==> src/rtl/servo_pkg.sv <==
// servo_pkg: constants and types shared by the servo PWM generator and decoder
package servo_pkg;
    localparam int DUR_CLOCK_NUM = 1_000_000;
    localparam int DEGREE_MIN    = 25_000;
    localparam int DEGREE_MAX    = 125_000;
    localparam int ANGLE_MAX     = 180;
    localparam int CW            = 21;
    localparam int DW            = 10;
    localparam int AW            = 8;

    typedef enum logic [1:0] {SEEK, HIGH, LOW} state_t;

    function automatic int step_of(input int dmin, input int dmax);
        return (dmax - dmin) / ANGLE_MAX;
    endfunction

    localparam int STEP = step_of(DEGREE_MIN, DEGREE_MAX);
endpackage

==> src/rtl/serial_divider.sv <==
// serial_divider: unsigned restoring divider, one quotient bit per clock
module serial_divider
    import servo_pkg::*;
(
    input  logic          clk,
    input  logic          reset,
    input  logic          start_i,
    input  logic [CW-1:0] num_i,
    input  logic [DW-1:0] den_i,
    output logic [CW-1:0] quot_o,
    output logic          busy_o,
    output logic          done_o
);
    logic [CW-1:0] q_q;
    logic [DW-1:0] r_q, den_q;
    logic [4:0]    n_q;
    logic          busy_q, done_q;
    logic [DW:0]   rs;
    logic          ge;

    // shift the next numerator bit into the partial remainder and trial-subtract
    always_comb begin
        rs = {r_q, q_q[CW-1]};
        ge = rs >= {1'b0, den_q};
    end

    // load on start, then retire one quotient bit per clock for CW clocks
    always_ff @(posedge clk) begin
        if (reset) begin
            q_q    <= '0;
            r_q    <= '0;
            den_q  <= '0;
            n_q    <= '0;
            busy_q <= 1'b0;
            done_q <= 1'b0;
        end else begin
            done_q <= busy_q && n_q == 5'd1;
            if (start_i) begin
                q_q    <= num_i;
                r_q    <= '0;
                den_q  <= den_i;
                n_q    <= 5'(CW);
                busy_q <= 1'b1;
            end else if (busy_q) begin
                q_q    <= {q_q[CW-2:0], ge};
                r_q    <= ge ? DW'(rs - {1'b0, den_q}) : rs[DW-1:0];
                n_q    <= n_q - 5'd1;
                busy_q <= n_q != 5'd1;
            end
        end
    end

    assign quot_o = q_q;
    assign busy_o = busy_q;
    assign done_o = done_q;
endmodule

==> src/rtl/servo_pwm_decoder.sv <==
// servo_pwm_decoder: measures a servo PWM pulse train and recovers the 0..180 degree command
module servo_pwm_decoder #(
    parameter int DUR_CLOCK_NUM = servo_pkg::DUR_CLOCK_NUM,
    parameter int DEGREE_MIN    = servo_pkg::DEGREE_MIN,
    parameter int DEGREE_MAX    = servo_pkg::DEGREE_MAX,
    parameter int PERIOD_TOL    = 50_000,
    parameter int TIMEOUT       = 2_000_000
) (
    input  logic       clk,
    input  logic       reset,
    input  logic       pwm_in,
    output logic [7:0] angle,
    output logic       angle_valid,
    output logic       frame_err,
    output logic       signal_lost
);
    import servo_pkg::*;

    localparam int            DIV_STEP = step_of(DEGREE_MIN, DEGREE_MAX);
    localparam logic [CW-1:0] P_LO     = CW'(DUR_CLOCK_NUM - PERIOD_TOL);
    localparam logic [CW-1:0] P_HI     = CW'(DUR_CLOCK_NUM + PERIOD_TOL);
    localparam logic [CW-1:0] H_LO     = CW'(DEGREE_MIN - DIV_STEP / 2);
    localparam logic [CW-1:0] H_HI     = CW'(DEGREE_MAX);
    localparam logic [CW-1:0] H_MIN    = CW'(DEGREE_MIN);
    localparam logic [CW-1:0] HALF     = CW'(DIV_STEP / 2);
    localparam logic [CW-1:0] T_OUT    = CW'(TIMEOUT);

    logic [2:0]    sync_q;
    logic [CW-1:0] cnt_q, high_w_q, period_q;
    state_t        state_q;
    logic          eval_q, bad_q, frame_err_q, angle_valid_q, signal_lost_q;
    logic [AW-1:0] angle_q;
    logic          rise, fall, ok, div_start, div_busy, div_done;
    logic [CW-1:0] num, quot;

    // two-flop synchronizer plus one stage for edge detection; left unreset so a
    // reset while the line is high does not fabricate a rising edge
    always_ff @(posedge clk) begin
        sync_q <= {sync_q[1:0], pwm_in};
    end

    assign rise = sync_q[1] & ~sync_q[2];
    assign fall = ~sync_q[1] & sync_q[2];

    // time since the last rising edge, saturating so a dead line stays timed out
    always_ff @(posedge clk) begin
        if (reset) cnt_q <= '0;
        else       cnt_q <= rise ? '0 : (&cnt_q ? cnt_q : cnt_q + 1'b1);
    end

    assign ok        = period_q >= P_LO && period_q <= P_HI && high_w_q >= H_LO && high_w_q <= H_HI;
    assign div_start = eval_q && ok;
    assign num       = (high_w_q > H_MIN ? high_w_q - H_MIN : '0) + HALF;

    serial_divider u_div (
        .clk     (clk),
        .reset   (reset),
        .start_i (div_start),
        .num_i   (num),
        .den_i   (DW'(DIV_STEP)),
        .quot_o  (quot),
        .busy_o  (div_busy),
        .done_o  (div_done)
    );

    // frame tracking FSM with registered strobes; a rising edge beats the timeout
    always_ff @(posedge clk) begin
        if (reset) begin
            state_q       <= SEEK;
            high_w_q      <= '0;
            period_q      <= '0;
            eval_q        <= 1'b0;
            bad_q         <= 1'b0;
            frame_err_q   <= 1'b0;
            angle_valid_q <= 1'b0;
            angle_q       <= '0;
            signal_lost_q <= 1'b1;
        end else begin
            eval_q        <= 1'b0;
            bad_q         <= eval_q && !ok;
            frame_err_q   <= bad_q;
            angle_valid_q <= div_done;
            if (div_done) begin
                angle_q       <= quot > CW'(ANGLE_MAX) ? AW'(ANGLE_MAX) : quot[AW-1:0];
                signal_lost_q <= 1'b0;
            end
            if (rise) begin
                state_q <= HIGH;
                if (state_q == LOW) begin
                    period_q <= cnt_q + 1'b1;
                    eval_q   <= 1'b1;
                end
            end else if (cnt_q == T_OUT) begin
                state_q       <= SEEK;
                signal_lost_q <= 1'b1;
            end else if (fall && state_q == HIGH) begin
                high_w_q <= cnt_q + 1'b1;
                state_q  <= LOW;
            end
        end
    end

    // the shortest legal high phase is far longer than one division
    a_div_idle: assert property (@(posedge clk) disable iff (reset) div_start |-> !div_busy);

    assign angle       = angle_q;
    assign angle_valid = angle_valid_q;
    assign frame_err   = frame_err_q;
    assign signal_lost = signal_lost_q;
endmodule

==> config.mk <==
export PLATFORM = sky130hd
export DESIGN_NAME = servo_pwm_decoder
export DESIGN_NICKNAME = d
export VERILOG_FILES = /design/src/rtl/servo_pkg.sv /design/src/rtl/serial_divider.sv /design/src/rtl/servo_pwm_decoder.sv
export SDC_FILE = /design/constraint.sdc
export NUM_CORES = 1
export LEC_CHECK = 0
export BUFFER_PORTS_ARGS = -buffer_cell sky130_fd_sc_hd__buf_2
export CAP_MARGIN = 10
export CORE_MARGIN = 2
export CORE_UTILIZATION = 65
export CTS_BUF_LIST = sky130_fd_sc_hd__clkbuf_4 sky130_fd_sc_hd__clkbuf_8
export CTS_CLUSTER_DIAMETER = 80
export CTS_CLUSTER_SIZE = 12
export DETAILED_ROUTE_END_ITERATION = 7
export PLACE_DENSITY = 0.82
export SLEW_MARGIN = 20
export SYNTH_ARGS = -nofsm -noshare
export SYNTH_HDL_FRONTEND = slang
export SYNTH_SLANG_ARGS = --single-unit
export TNS_END_PERCENT = 100
==> constraint.sdc <==
create_clock -name clk -period 4.1 [get_ports clk]
set_clock_uncertainty 0.05 [all_clocks]
set_input_delay 0.82 -clock clk [delete_from_list [all_inputs] [get_ports clk]]
set_output_delay 0.82 -clock clk [all_outputs]
set_load 0.01 [all_outputs]
==> results of run 1 <==
-- state kept, by name (all words and copies together) (netlist names) --
signal        count
u_div.r_q        10
u_div.den_q       1
angle             8
high_w_q         21
signal_lost       1
u_div.busy_o      1
eval_q            1
period_q         21
u_div.quot_o     21
bad_q             1
u_div.n_q         5
cnt_q            21
u_div.done_o      1
sync_q            3
frame_err         1
angle_valid       1
state_q           2
-- final cells by class --
cell class	count	area (um^2)	area share
tap	111	139	0.0214
clock buffer	17	234	0.0361
clock inverter	15	203	0.0312
timing repair buffer	22	133	0.0204
sequential	120	2400	0.370
multi-input combinational	500	3300	0.508
inverter	21	78.8	0.0121
-- worst max-delay path, stage by stage, from the launching register on --
cell and delay [ns]:
dfxtp_1 0.44, inv_1 0.16, ha_1 0.34, nor2b_4 0.07, o2111a_1 0.23, a211oi_1 0.42
nor2_1 0.21, and2_1 0.21, ha_1 0.21, o21ba_2 0.22, o21ai_1 0.25, a21oi_1 0.12
o22ai_1 0.29, xnor2_1 0.12, or3_1 0.32, a21oi_1 0.12
-- cells in the mapped netlist (14+ instances only) --
cell type  count  area, um^2
dfxtp_1      120        2400
nor2_1        89         334
a211oi_1      60         450
a21oi_1       45         225
nand2_1       28         105
xnor2_1       28         245
clkbuf_1      25        93.8
mux2i_1       23         230
inv_1         21        78.8
xor2_1        21         184
nor3_1        19        95.1
nand3_1       17        85.1
nor4_1        16         100
o21ai_0       16        80.1
ha_1          14         175
nand4_1       14        87.6
-- cells by family after synthesis --
family / count (synthesis) / share of synthesized area
simple gates: 240 / 0.209
compound gates: 171 / 0.192
fa+ha+maj: 16 / 0.0342
xor+xnor: 49 / 0.0714
mux: 24 / 0.0402
buf+inv: 65 / 0.0535
flops: 120 / 0.400
-- layer usage --
layer | global-route usage | up-vias
met5 | 0 | -
met4 | 0.136 | 0
met3 | 0.0675 | 56
met2 | 0.480 | 185
met1 | 0.333 | 2352
li1 | - | 2487
-- per-stage QoR --
stage / hold slack (ns) / worst slack [ns] / power [W] / util / instances
5_1_grt: 0.293 / 0.0115 / 0.00257 / 0.713 / 806
2_1_floorplan: 0.260 / 0.696 / 0.00131 / - / 685
3_3_place_gp: 0.261 / 0.418 / 0.00133 / 0.665 / 774
4_1_cts: 0.294 / 0.182 / 0.00250 / 0.713 / 806
3_5_place_dp: 0.266 / 0.211 / 0.00133 / 0.665 / 774
6_report: 0.285 / 0.264 / 0.00249 / 0.713 / 806
-- power by group through the flow --
stage | Clock (W) | Combinational, W | Sequential, W
after global routing | 0.00125 | 0.000124 | 0.00120
after global placement | 0 | 0.000108 | 0.00122
final | 0.00118 | 0.000113 | 0.00119
after detailed placement | 0 | 0.000111 | 0.00122
after floorplan | 0 | 0.0000952 | 0.00121
after CTS | 0.00119 | 0.000112 | 0.00119
-- how the worst max path moves through the flow --
stage / start / end / slack, ns / cells past startpoint
after global routing: high_w_q[3] / u_div.quot_o[12] / 0.01 / 15
after floorplan: high_w_q[3] / u_div.quot_o[12] / 0.70 / 17
final: high_w_q[3] / u_div.quot_o[12] / 0.26 / 15
after detailed placement: high_w_q[3] / u_div.quot_o[12] / 0.21 / 15
after CTS: high_w_q[3] / u_div.quot_o[12] / 0.18 / 15
after global placement: high_w_q[3] / u_div.quot_o[12] / 0.42 / 15
-- timing repair --
item,4_1_cts,5_1_grt
setup endpoints to repair,0,2
gates resized for setup,0,1
hold buffers,0,0
==> run_summary.xml, run 1 <==
<?xml version="1.0" encoding="UTF-8"?>
<metrics>
  <group name="critical_path">
    <metric name="reg2reg_depth" unit="">15</metric>
    <metric name="critical_path_peak_fanout" unit="">13</metric>
    <metric name="rr_startpoint" unit="">high_w_q[3]</metric>
    <metric name="required" unit="ns">4.42</metric>
    <metric name="worst_setup_path_start_kind" unit="">flip-flop</metric>
    <metric name="arrival" unit="ns">4.16</metric>
    <metric name="timing.reg2reg.setup_slack" unit="ns">0.26</metric>
    <metric name="critPathKind" unit="">reg -&gt; reg</metric>
    <metric name="worst_r2r_endpoint" unit="">u_div.quot_o[12]</metric>
    <metric name="setup.worst_path.end_class" unit="">flip-flop</metric>
  </group>
  <group name="timing">
    <metric name="rsz0062_at_grt" unit="">no</metric>
    <metric name="period_needed" unit="ns">3.84</metric>
    <metric name="worst_slew_margin_rel" unit="">0.491</metric>
    <metric name="achievable-frequency" unit="MHz">261</metric>
    <metric name="setup_viol_count_final" unit="">0</metric>
    <metric name="layout_worst_path_cycle_share" unit="">0.936</metric>
    <metric name="report.final.hold_viol_count" unit="">0</metric>
    <metric name="tightest_slew" unit="ns">0.763</metric>
    <metric name="maxSlewViolCount" unit="">0</metric>
    <metric name="tns" unit="ns">0</metric>
  </group>
  <group name="clock_tree">
    <metric name="cts-root-buf" unit="">clkbuf_8</metric>
    <metric name="cts_setup_buffers" unit="">0</metric>
    <metric name="cts_tree" unit="">done</metric>
    <metric name="clk_pin_slew" unit="ns">0.08</metric>
    <metric name="cts.sinks" unit="">120</metric>
    <metric name="clock_tree.htree_level_count" unit="">4</metric>
    <metric name="clock_path_buffers" unit="">2</metric>
    <metric name="clkLatencyLatePin" unit="ns">0.44</metric>
    <metric name="number_of_cts_inserted_buffers" unit="">17</metric>
  </group>
  <group name="grt">
    <metric name="grt.overflow.total" unit="">0</metric>
    <metric name="grt_first_pass_wirelength" unit="um">22500</metric>
    <metric name="grt_max_degree" unit="">71</metric>
    <metric name="first_global_vias" unit="">4728</metric>
    <metric name="grt.total_usage" unit="">0.282</metric>
    <metric name="antenna_found_initial" unit="">0</metric>
  </group>
  <group name="floorplanning">
    <metric name="placement_rows" unit="">35</metric>
    <metric name="dieWidth" unit="um">100</metric>
    <metric name="io_pins" unit="">14</metric>
    <metric name="core_area" unit="mm^2">0.00911</metric>
    <metric name="design.die.area" unit="mm^2">0.0100</metric>
    <metric name="initial_core_util" unit="">0.660</metric>
    <metric name="die-height" unit="um">100</metric>
  </group>
  <group name="power_and_ir_drop">
    <metric name="p_sw_frac" unit="">0.261</metric>
    <metric name="p_leak" unit="nW">2.16</metric>
    <metric name="vdd.ir_drop.worst" unit="uV">334</metric>
    <metric name="power.clock.fraction" unit="">0.475</metric>
    <metric name="cell_internal_pwr" unit="W">0.00184</metric>
    <metric name="p_per_area" unit="mW/mm^2">384</metric>
    <metric name="share_comb_of_total_power" unit="">0.045</metric>
    <metric name="pwr-share-seq" unit="">0.479</metric>
    <metric name="p_sw" unit="W">0.000650</metric>
  </group>
  <group name="run_status">
    <metric name="status" unit="">completed</metric>
  </group>
  <group name="drt">
    <metric name="drt.antenna.violating_nets" unit="">0</metric>
    <metric name="iteration_0_drc_markers" unit="">363</metric>
    <metric name="detail_route.wl_per_cell" unit="um">17.2</metric>
    <metric name="postRouteWirelength" unit="um">13900</metric>
    <metric name="drc_errors" unit="">0</metric>
    <metric name="routedLengthMet1" unit="um">5770</metric>
    <metric name="dr_wl_met2" unit="um">6900</metric>
    <metric name="top_signal_layer_used" unit="">met4</metric>
    <metric name="route.vias.total" unit="">5080</metric>
    <metric name="drt_first_pass_iters" unit="">5</metric>
    <metric name="post_drt_via_cell_ratio" unit="">6.30</metric>
    <metric name="detail_route_met3_wl" unit="um">686</metric>
  </group>
  <group name="cells_and_area">
    <metric name="area_growth_syn_to_layout" unit="%">8.02</metric>
    <metric name="final_area" unit="mm^2">0.00649</metric>
    <metric name="layout.cells.most_common" unit="">dfxtp_1</metric>
    <metric name="final_layout_net_count" unit="">700</metric>
    <metric name="fillerInstances" unit="">705</metric>
    <metric name="layout.cells.most_common_list" unit="">dfxtp_1, nor2_1, a211oi_1, a21oi_1</metric>
    <metric name="fraction_of_layout_cells_with_a_size_suffix_above_1" unit="">0.105</metric>
    <metric name="n_antenna_cell" unit="">0</metric>
  </group>
  <group name="place">
    <metric name="place_area" unit="mm^2">0.00605</metric>
    <metric name="post-dp-hpwl" unit="um">9610</metric>
    <metric name="place.gp.congestion" unit="">0.921</metric>
    <metric name="portBuffers" unit="">13</metric>
  </group>
  <group name="hold_path">
    <metric name="timing.hold.worst_endpoint" unit="">sync_q[1]</metric>
    <metric name="timing.hold.worst_path_depth" unit="">0</metric>
    <metric name="min-delay-path-class" unit="">reg -&gt; reg</metric>
    <metric name="launch_point_of_the_worst_hold_path" unit="">sync_q[0]</metric>
  </group>
  <group name="logic_synthesis">
    <metric name="synthFlopType" unit="">dfxtp_1</metric>
    <metric name="synth-edff-count" unit="">0</metric>
    <metric name="netlist-cell-type-count" unit="">69</metric>
    <metric name="mappedNetlistArea" unit="mm^2">0.00601</metric>
    <metric name="synth-seq-area-share" unit="">0.400</metric>
    <metric name="mappedNetlistNets" unit="">703</metric>
    <metric name="ys_ff_latch" unit="">120</metric>
    <metric name="async_flop_share" unit="">0</metric>
    <metric name="postSynthAreaPerCell" unit="um^2">8.77</metric>
    <metric name="synthesis.yosys.warnings" unit="">0</metric>
    <metric name="syn-instance-count" unit="">685</metric>
  </group>
  <group name="run">
    <metric name="cap_violations" unit="">0</metric>
  </group>
</metrics>
Power figures use the tool's default switching activity.
==> run 2, diff against run 1 <==
--- a/config.mk
+++ b/config.mk
@@ -7,6 +7,7 @@
 export LEC_CHECK = 0
 export BUFFER_PORTS_ARGS = -buffer_cell sky130_fd_sc_hd__buf_2
 export CAP_MARGIN = 10
+export CORE_ASPECT_RATIO = 2
 export CORE_MARGIN = 2
 export CORE_UTILIZATION = 65
 export CTS_BUF_LIST = sky130_fd_sc_hd__clkbuf_4 sky130_fd_sc_hd__clkbuf_8
==> run 2 against run 1 <==
Count of clock-buffer cells in the layout grew 2. Critical path depth shrank 2. Largest cell class unchanged. Worst hold slack lost 0.0011 ns. Combinational power grew 4%. Register-to-register slack gained 0.16 ns. Clock power shrank 11%.
==> run_summary.xml, run 2 (same netlist as run 1, synthesis figures left out) <==
<?xml version="1.0" encoding="UTF-8"?>
<metrics>
  <group name="run_status">
    <metric name="status" unit="">completed</metric>
  </group>
  <group name="critical_path">
    <metric name="rr_startpoint" unit="">high_w_q[7]</metric>
    <metric name="required" unit="ns">4.42</metric>
    <metric name="crit_start" unit="">high_w_q[7]</metric>
    <metric name="critical_path_peak_fanout" unit="">13</metric>
    <metric name="worst_path_max_delay_cell" unit="">dfxtp_1</metric>
    <metric name="critPathKind" unit="">reg -&gt; reg</metric>
    <metric name="setup.worst_path.end_class" unit="">flip-flop</metric>
    <metric name="worst_setup_path_start_kind" unit="">flip-flop</metric>
    <metric name="arrival" unit="ns">4.00</metric>
    <metric name="worst_path_most_repeated_cell" unit="">a21oi_1</metric>
    <metric name="max_stage_delay" unit="ns">0.59</metric>
    <metric name="cp_cell_sequence" unit="">nand4b_1 &gt; or4_1 &gt; nor3_2 &gt; nor2_1 &gt; and2_1 &gt; ha_1 &gt; o21ba_2 &gt; o21ai_0 &gt; a21oi_1 &gt; o22ai_1 &gt; xnor2_1 &gt; or3_1 &gt; a21oi_1</metric>
  </group>
  <group name="cells_and_area">
    <metric name="layout.cells.most_common_list" unit="">dfxtp_1, nor2_1, a211oi_1, a21oi_1</metric>
    <metric name="ff_latch_area" unit="mm^2">0.00240</metric>
    <metric name="area_growth_syn_to_layout" unit="%">7.77</metric>
    <metric name="layout.cells.most_common" unit="">dfxtp_1</metric>
    <metric name="fillerInstances" unit="">693</metric>
    <metric name="multi_input_comb_area" unit="mm^2">0.00330</metric>
    <metric name="post-route-util" unit="">0.718</metric>
    <metric name="post_layout_nonfiller_instances" unit="">801</metric>
    <metric name="fraction_of_layout_cells_with_a_size_suffix_above_1" unit="">0.110</metric>
    <metric name="final_layout_net_count" unit="">704</metric>
    <metric name="n_antenna_cell" unit="">0</metric>
  </group>
  <group name="timing">
    <metric name="maxSlewViolCount" unit="">0</metric>
    <metric name="achievable-frequency" unit="MHz">272</metric>
    <metric name="report.final.hold_viol_count" unit="">0</metric>
    <metric name="period_needed" unit="ns">3.67</metric>
    <metric name="rsz0062_at_grt" unit="">no</metric>
    <metric name="tightest_slew" unit="ns">0.750</metric>
    <metric name="tns" unit="ns">0</metric>
    <metric name="setup_viol_count_final" unit="">0</metric>
    <metric name="layout_worst_path_cycle_share" unit="">0.896</metric>
    <metric name="worst_slew_margin_rel" unit="">0.496</metric>
  </group>
  <group name="drt">
    <metric name="route.vias.total" unit="">5048</metric>
    <metric name="drt_first_pass_iters" unit="">5</metric>
    <metric name="detail_route.wl_per_cell" unit="um">17.2</metric>
    <metric name="iteration_0_drc_markers" unit="">247</metric>
    <metric name="drt.antenna.violating_nets" unit="">0</metric>
    <metric name="post_drt_via_cell_ratio" unit="">6.30</metric>
    <metric name="postRouteWirelength" unit="um">13800</metric>
    <metric name="drc_errors" unit="">0</metric>
  </group>
  <group name="grt">
    <metric name="grt_max_degree" unit="">48</metric>
    <metric name="grt.overflow.total" unit="">0</metric>
    <metric name="antenna_found_initial" unit="">0</metric>
    <metric name="first_global_vias" unit="">4849</metric>
    <metric name="grt.total_usage" unit="">0.286</metric>
    <metric name="grt_first_pass_wirelength" unit="um">22700</metric>
  </group>
  <group name="hold_path">
    <metric name="launch_point_of_the_worst_hold_path" unit="">sync_q[0]</metric>
    <metric name="min-delay-path-class" unit="">reg -&gt; reg</metric>
  </group>
  <group name="place">
    <metric name="portBuffers" unit="">13</metric>
    <metric name="placed_cells" unit="">769</metric>
    <metric name="place.gp.congestion" unit="">0.882</metric>
    <metric name="post-dp-hpwl" unit="um">10100</metric>
  </group>
  <group name="floorplanning">
    <metric name="design.die.area" unit="mm^2">0.0101</metric>
    <metric name="io_pins" unit="">14</metric>
    <metric name="placement_rows" unit="">49</metric>
    <metric name="dieWidth" unit="um">72.0</metric>
    <metric name="core_area" unit="mm^2">0.00901</metric>
    <metric name="die-height" unit="um">140</metric>
    <metric name="initial_core_util" unit="">0.667</metric>
  </group>
  <group name="clock_tree">
    <metric name="cts.sinks" unit="">120</metric>
    <metric name="clkLatencyLatePin" unit="ns">0.44</metric>
    <metric name="number_of_cts_inserted_buffers" unit="">17</metric>
    <metric name="cts.repair.resized" unit="">0</metric>
    <metric name="clock_tree.htree_level_count" unit="">4</metric>
    <metric name="cts_tree" unit="">done</metric>
    <metric name="clock_path_buffers" unit="">2</metric>
    <metric name="ctsHoldBuffers" unit="">0</metric>
    <metric name="cts-root-buf" unit="">clkbuf_8</metric>
    <metric name="clk_pin_slew" unit="ns">0.07</metric>
    <metric name="cts_setup_buffers" unit="">0</metric>
  </group>
  <group name="power_and_ir_drop">
    <metric name="p_per_area" unit="mW/mm^2">365</metric>
    <metric name="vdd.ir_drop.worst" unit="uV">277</metric>
    <metric name="fin_total_pwr" unit="W">0.00237</metric>
    <metric name="p_leak" unit="nW">2.16</metric>
  </group>
  <group name="run">
    <metric name="cap_violations" unit="">0</metric>
  </group>
</metrics>
==> run 2: through the flow <==
stage	area [um^2]	hold WS [ns]	setup slack, ns
floorplan	6010	0.260	0.696
global placement	6070	0.261	0.555
detailed placement	6070	0.266	0.492
CTS	6470	0.289	0.460
global route	6470	0.298	0.225
finish	6470	0.284	0.425
==> run 2: power breakdown <==
part / switching (W) / internal (W)
combinational: 0.0000765 / 0.0000419
clock: 0.000487 / 0.000566
sequential: 0.0000181 / 0.00118
total: 0.000582 / 0.00178
==> run 2: cell type report <==
type / instances / area share
Multi-Input combinational cell: 500 / 0.510
Sequential cell: 120 / 0.371
Clock inverter: 13 / 0.0228
Tap cell: 102 / 0.0197
Timing Repair Buffer: 26 / 0.0251
Inverter: 21 / 0.0122
Clock buffer: 19 / 0.0394
==> run 2: critical path: cells and delay by family, from the launching register on <==
family                     cells  cell delay, ns
adders and majority gates      1            0.20
and+or+nand+nor                6            1.66
xor gates and xnor gates       1            0.11
AOI/OAI and AO/OA              5            0.98
DFF                            1            0.59
==> run 2: final timing paths <==
kind	end	cells past startpoint	slack, ns
setup / recovery	u_div.quot_o[12]	13	0.43
hold / removal	sync_q[1]	0	0.28
setup reg to reg	u_div.quot_o[12]	13	0.43
hold reg to reg	sync_q[1]	0	0.28
==> run 2: metal layers <==
metal / GRT usage / routed length (um) / up-vias
li1: - / - / 2499
met1: 0.270 / 4990 / 2374
met2: 0.539 / 7870 / 130
met3: 0.0763 / 390 / 45
met4: 0.144 / 537 / 0
met5: 0 / 0 / -
